[src/rtl/rv32_pkg.sv]
// Shared RV32I types for the PC / fetch front end.
// PC-select encodings, FSM states and instruction geometry.
package rv32_pkg;

    localparam int XLEN       = 32;
    localparam int INSN_BYTES = 4;

    localparam logic [XLEN-1:0] INSN_STEP = XLEN'(INSN_BYTES);

    typedef enum logic [1:0] {
        BOOT = 2'd0,
        RUN  = 2'd1,
        HALT = 2'd2
    } pc_state_e;

    typedef enum logic [1:0] {
        PC_SEQ  = 2'd0,
        PC_BR   = 2'd1,
        PC_JAL  = 2'd2,
        PC_JALR = 2'd3
    } pc_sel_e;

    function automatic logic is_redirect(input pc_sel_e sel);
        return sel != PC_SEQ;
    endfunction

endpackage

[src/rtl/pc_target_calc.sv]
// Next-PC selection and alignment check.
// Purely combinational; JALR has priority over JAL over taken branch.
module pc_target_calc
    import rv32_pkg::*;
(
    input  logic [XLEN-1:0] pc,
    input  logic [XLEN-1:0] imm,
    input  logic [XLEN-1:0] rs1,
    input  logic            branch,
    input  logic            taken,
    input  logic            jal,
    input  logic            jalr,
    output logic [XLEN-1:0] target,
    output pc_sel_e         pc_sel,
    output logic            misaligned
);

    logic [XLEN-1:0] seq_pc;
    logic [XLEN-1:0] rel_pc;
    logic [XLEN-1:0] reg_pc;

    assign seq_pc = pc + INSN_STEP;
    assign rel_pc = pc + imm;
    assign reg_pc = (rs1 + imm) & ~{{(XLEN-1){1'b0}}, 1'b1};

    always_comb begin
        pc_sel = PC_SEQ;
        if (jalr) begin
            pc_sel = PC_JALR;
        end else if (jal) begin
            pc_sel = PC_JAL;
        end else if (branch && taken) begin
            pc_sel = PC_BR;
        end
    end

    always_comb begin
        target = seq_pc;
        case (pc_sel)
            PC_JALR: target = reg_pc;
            PC_JAL:  target = rel_pc;
            PC_BR:   target = rel_pc;
            default: target = seq_pc;
        endcase
    end

    // Sequential PC stays aligned by construction; only redirects can break it.
    assign misaligned = is_redirect(pc_sel) && target[1];

endmodule

[src/rtl/pc_next_unit.sv]
// Architectural PC register, fetch request and retire counter.
// Small BOOT/RUN/HALT FSM; HALT is left only through reset.
module pc_next_unit
    import rv32_pkg::*;
#(
    parameter logic [XLEN-1:0] RESET_PC = 32'h0000_0000,
    parameter int              CNT_W    = 32
) (
    input  logic             clk_i,
    input  logic             rst_i,
    input  logic             branch_i,
    input  logic             taken_i,
    input  logic             jal_i,
    input  logic             jalr_i,
    input  logic             halt_i,
    input  logic [XLEN-1:0]  imm_i,
    input  logic [XLEN-1:0]  rs1_i,
    input  logic             stall_i,
    input  logic             fetch_ready_i,
    output logic             fetch_valid_o,
    output logic [XLEN-1:0]  pc_o,
    output logic [XLEN-1:0]  pc_plus4_o,
    output logic             misaligned_o,
    output logic             halted_o,
    output logic [CNT_W-1:0] retired_o
);

    localparam logic [CNT_W-1:0] CNT_ONE = {{(CNT_W-1){1'b0}}, 1'b1};

    pc_state_e        state_q;
    logic [XLEN-1:0]  pc_q;
    logic [CNT_W-1:0] cnt_q;
    logic             valid_q;
    logic             halted_q;
    logic             mis_q;

    logic [XLEN-1:0]  target;
    pc_sel_e          pc_sel;
    logic             target_mis;
    logic             retire;

    pc_target_calc u_calc (
        .pc         (pc_q),
        .imm        (imm_i),
        .rs1        (rs1_i),
        .branch     (branch_i),
        .taken      (taken_i),
        .jal        (jal_i),
        .jalr       (jalr_i),
        .target     (target),
        .pc_sel     (pc_sel),
        .misaligned (target_mis)
    );

    assign retire = (state_q == RUN) && fetch_ready_i && !stall_i;

    always_ff @(posedge clk_i) begin
        if (rst_i) begin
            state_q  <= BOOT;
            pc_q     <= RESET_PC;
            cnt_q    <= '0;
            valid_q  <= 1'b0;
            halted_q <= 1'b0;
            mis_q    <= 1'b0;
        end else begin
            case (state_q)
                BOOT: begin
                    state_q <= RUN;
                    valid_q <= 1'b1;
                end
                RUN: begin
                    if (retire && target_mis) begin
                        state_q  <= HALT;
                        valid_q  <= 1'b0;
                        halted_q <= 1'b1;
                        mis_q    <= 1'b1;
                    end else if (retire) begin
                        pc_q  <= target;
                        cnt_q <= cnt_q + CNT_ONE;
                        if (halt_i) begin
                            state_q  <= HALT;
                            valid_q  <= 1'b0;
                            halted_q <= 1'b1;
                        end
                    end
                end
                HALT: begin
                    state_q <= HALT;
                end
                default: begin
                    state_q  <= HALT;
                    valid_q  <= 1'b0;
                    halted_q <= 1'b1;
                end
            endcase
        end
    end

    assign fetch_valid_o = valid_q;
    assign pc_o          = pc_q;
    assign pc_plus4_o    = pc_q + INSN_STEP;
    assign misaligned_o  = mis_q;
    assign halted_o      = halted_q;
    assign retired_o     = cnt_q;

endmodule
[config.mk]
export PLATFORM = sky130hd
export DESIGN_NAME = pc_next_unit
export DESIGN_NICKNAME = d
export VERILOG_FILES = /design/src/rtl/rv32_pkg.sv /design/src/rtl/pc_target_calc.sv /design/src/rtl/pc_next_unit.sv
export SDC_FILE = /design/constraint.sdc
export NUM_CORES = 1
export LEC_CHECK = 0
export ABC_AREA = 1
export BUFFER_PORTS_ARGS = -buffer_cell sky130_fd_sc_hd__buf_2
export CAP_MARGIN = 20
export CORE_ASPECT_RATIO = 1.4
export CORE_MARGIN = 1.5
export CORE_UTILIZATION = 58
export CTS_BUF_LIST = sky130_fd_sc_hd__clkbuf_16
export DETAILED_ROUTE_END_ITERATION = 16
export PLACE_DENSITY = 0.83
export SYNTH_ARGS = -nofsm -noshare
export SYNTH_HDL_FRONTEND = slang
export SYNTH_SLANG_ARGS = --single-unit
[constraint.sdc]
create_clock -name clk_i -period 2.73 [get_ports clk_i]
set_input_delay 0.4095 -clock clk_i [delete_from_list [all_inputs] [get_ports clk_i]]
set_output_delay 0.4095 -clock clk_i [all_outputs]
set_load 0.02 [all_outputs]
==> metrics.md <==
| Metric | Value |
|---|---|
| Run status | finished clean |
| Maximum number of pins on one net before global-route repair | 50 |
| Worst min-delay path category | input port to flop |
| Cells taking the most area after synthesis | sky130_fd_sc_hd__nand2_1, sky130_fd_sc_hd__dfxtp_1, sky130_fd_sc_hd__inv_1 |
| Placement Setup Slack | 82.9 ps |
| Pwr/cell area | 346 nW/um^2 |
| Global-route wire length before repair | roughly 48000 um |
| Fraction of synthesis flops using an asynchronous set or reset pin | 0% |
| Number of standard cells in the layout, taps in and fillers out | 1935 |
| Library cell occupying the most area in the post-synthesis netlist | sky130_fd_sc_hd__nand2_1 |
| Floorplan die width | approximately 110 um |
| Max_slew headroom | roughly half |
| Num CTS Buffers | 9 |
| Part of the cycle the worst path needs | about 97% |
| Vias after detailed routing | between 10000 and 15000 |
| CTS tree | done |
| Total count of max-transition violations in the final report | 0 |
| Depth of the most critical reg-to-reg path | 12 |
| Register bit total from synthesis | about 70 |
| Sum Neg Setup Slack | 0 ps |
| Clock tree skew after final layout | approximately 6.9 ps |
| Sequential-to-total area share from yosys stat | between 15 and 20% |
| Placed Cells | about 1900 |
| Number of buffers inserted by port buffering | roughly 170 |
| Number of maximum-capacitance violations | 0 |
| Power, Total | 3.55 mW |
| Initial standard-cell utilization of the core | 59.9% |
| Post-Synthesis Cell Area | 8720 um^2 |
| Clock latency at the later pin of the worst-skew pair | roughly 340 ps |
| Setup slack after layout | 82.7 ps |
| Unrepaired setup endpoints after global routing | no |
| Distinct cell type count after synthesis | 49 |
| Classification of the worst setup path | flop to output port |
| Highest attainable clock frequency | around 380 MHz |
| Number of antenna-violating nets in the routed design | 0 |
| Beginning of the worst hold path | halt_i |
| # diodes | 0 |
| R2R setup slack | between 200 and 300 ps |
| Fraction of layout instances using a drive strength above 1 | around 15% |
| Worst Tran Pin Value | roughly 730 ps |
| CP required | between 2000 and 2500 ps |
| Average size of a mapped cell | between 5 and 6 um^2 |
| Endpoint type of the worst setup path | output port |
| Detailed placement HPWL | between 20000 and 30000 um |
| CTS clock-pin slew for the worst setup and hold paths | around 60 ps |
| Largest fanout on the critical path | 5 |
| Final number of setup-violating endpoints | 0 |
| Standby leakage power | roughly 5.6 nW |
| Commonest register cell after synthesis | sky130_fd_sc_hd__dfxtp_1 |
| Die span in y | about 150 um |
| Crit path DAT | 2240 ps |
| Bufs on Longest Clock Path | 2 |
| DRT iter0 DRCs | a little over 700 |
| Initial antenna violation count | 0 |
| Share of the core filled with cells | approximately 70% |
| Share of the synthesized area in the top cell type | about 22% |
| Instance count of the mapped netlist | ~1600 |
| Critical Path Start Type | flop |
| Hold buffer count at CTS | 0 |
| Post-synth top cells | sky130_fd_sc_hd__nand2_1, sky130_fd_sc_hd__inv_1, sky130_fd_sc_hd__nor2_1, sky130_fd_sc_hd__a21oi_1, sky130_fd_sc_hd__nand3_1 |
| WHS Path Cells | 3 |
| Global-route total usage across every layer | 38.9% |
| Vias per cell | 5.54 |
| Capture point of the worst reg-to-reg path | pc_o[3] |
| Number of levels in the clock H-tree | 3 |
| Top-Level Pins | between 150 and 200 |
| Total number of clock tree sinks | 69 |
| Area delta synth->final | 17.5% |
| Fin Hold WS | 440 ps |
| Min cycle time layout | roughly 2600 ps |
| End of the worst hold path | state_q[0] |
| Total of warnings raised by yosys | 0 |
| Most frequently used cell type in the post-synthesis netlist | sky130_fd_sc_hd__nand2_1 |
| Total length of routed wires | 30700 um |
| Post-Layout Inst Area | slightly above 10000 um^2 |
| Number of enable flip-flop cells after synthesis | 0 |
| Vias in the first global route | 10300 |
| Clock root buffer | sky130_fd_sc_hd__clkbuf_16 |
| Number of iterations in the first detailed-routing pass | 6 |
| FF-to-FF Start | pc_o[0] |
| Cell area reported after detailed placement | 9830 um^2 |
| Count of unresolved DRC violations after routing | 0 |
| Average detailed-routed wire length per instance | ~16 um |
| Global-route congestion overflow total | 0 |
| Synthesized net count | about 1700 |
| Maximum VDD drop | between 500 and 600 uV |
| Area of the die | 15800 um^2 |
| Site Rows | between 50 and 60 |
| Layout net count | 1881 |
| Hold violation count in the final report | 0 |
| Core area | 14600 um^2 |
| Final weighted congestion in routability-driven placement | 0.971 |
-- worst max-delay path by stage --
stage / from / end / slack (ps) / cells after the start
finish: pc_o[3] / pc_plus4_o[22] / 80 / 9
global route: pc_o[10] / pc_plus4_o[30] / 8 / 7
CTS: pc_o[2] / pc_plus4_o[18] / 20 / 8
detailed placement: imm_i[0] / retired_o[31] / 80 / 15
global placement: imm_i[0] / retired_o[31] / 130 / 15
floorplan: pc_o[0] / retired_o[10] / 410 / 13
-- per-layer routing --
layer	routed length [um]	vias up	global-route usage [%]
met4	1740	0	21.4
met3	1840	114	5.30
li1	-	5368	-
met5	0	-	0
met1	11600	4823	41.4
met2	15500	423	72.7
-- cell type report --
cell class	count	area, um^2
flip-flops and latches	69	1390
repair buffers	193	1020
clock inverters	7	123
well taps	189	236
fillers	1455	4320
inverters	255	957
clock buffers	9	225
multi-input cells	1213	6300
-- power by group --
part	switching [mW]	leakage, nW	internal, mW
sequential	0.0338	0.559	1.03
clock	0.466	0.162	0.896
combinational	0.739	4.86	0.380
-- critical path, stage by stage, from the launching register on --
cell	delay, ps
sky130_fd_sc_hd__dfxtp_2	380
sky130_fd_sc_hd__ha_2	230
sky130_fd_sc_hd__nand3_2	140
sky130_fd_sc_hd__nor3_4	250
sky130_fd_sc_hd__nand2_2	120
sky130_fd_sc_hd__nor2_4	130
sky130_fd_sc_hd__nand2_2	100
sky130_fd_sc_hd__nor2_4	110
sky130_fd_sc_hd__xor2_2	210
sky130_fd_sc_hd__buf_2	210
-- flip-flops by register name (all words and copies together), names as in the netlist --
name,cells
retired_o,32
halted_o,1
fetch_valid_o,1
pc_o,32
misaligned_o,1
state_q,2
-- what timing repair did --
item | 4_1_cts | 5_1_grt
resized for setup | 2 | 12
setup endpoints to repair | 3 | 12
buffers inserted | 2 | 2
pin swaps | 1 | 2
-- logic make-up (layout without fill, tap and decap cells) --
group / Yosys count / count (layout) / share of synthesized area, %
flip-flops: 69 / 69 / 15.8
AND/OR/NAND/NOR: 875 / 875 / 42.8
XOR/XNOR: 44 / 44 / 4.68
AO/OA/AOI/OAI: 227 / 227 / 14.5
buffers and inverters: 282 / 464 / 12.4
adder cells (fa/ha/maj): 67 / 67 / 9.78
-- layout by cell type (no fill, tap or decap), types with 12 or more instances in the layout --
master / n
sky130_fd_sc_hd__dfxtp_1: 65
sky130_fd_sc_hd__inv_1: 248
sky130_fd_sc_hd__a21oi_1: 115
sky130_fd_sc_hd__nand4_1: 26
sky130_fd_sc_hd__nor3_1: 25
sky130_fd_sc_hd__buf_2: 171
sky130_fd_sc_hd__o21ai_0: 59
sky130_fd_sc_hd__nor2_1: 147
sky130_fd_sc_hd__nand3_1: 94
sky130_fd_sc_hd__buf_4: 22
sky130_fd_sc_hd__nand3b_1: 12
sky130_fd_sc_hd__ha_1: 64
sky130_fd_sc_hd__xor2_1: 31
sky130_fd_sc_hd__a22oi_1: 13
sky130_fd_sc_hd__nand2_1: 522
Power figures use the tool's default switching activity.
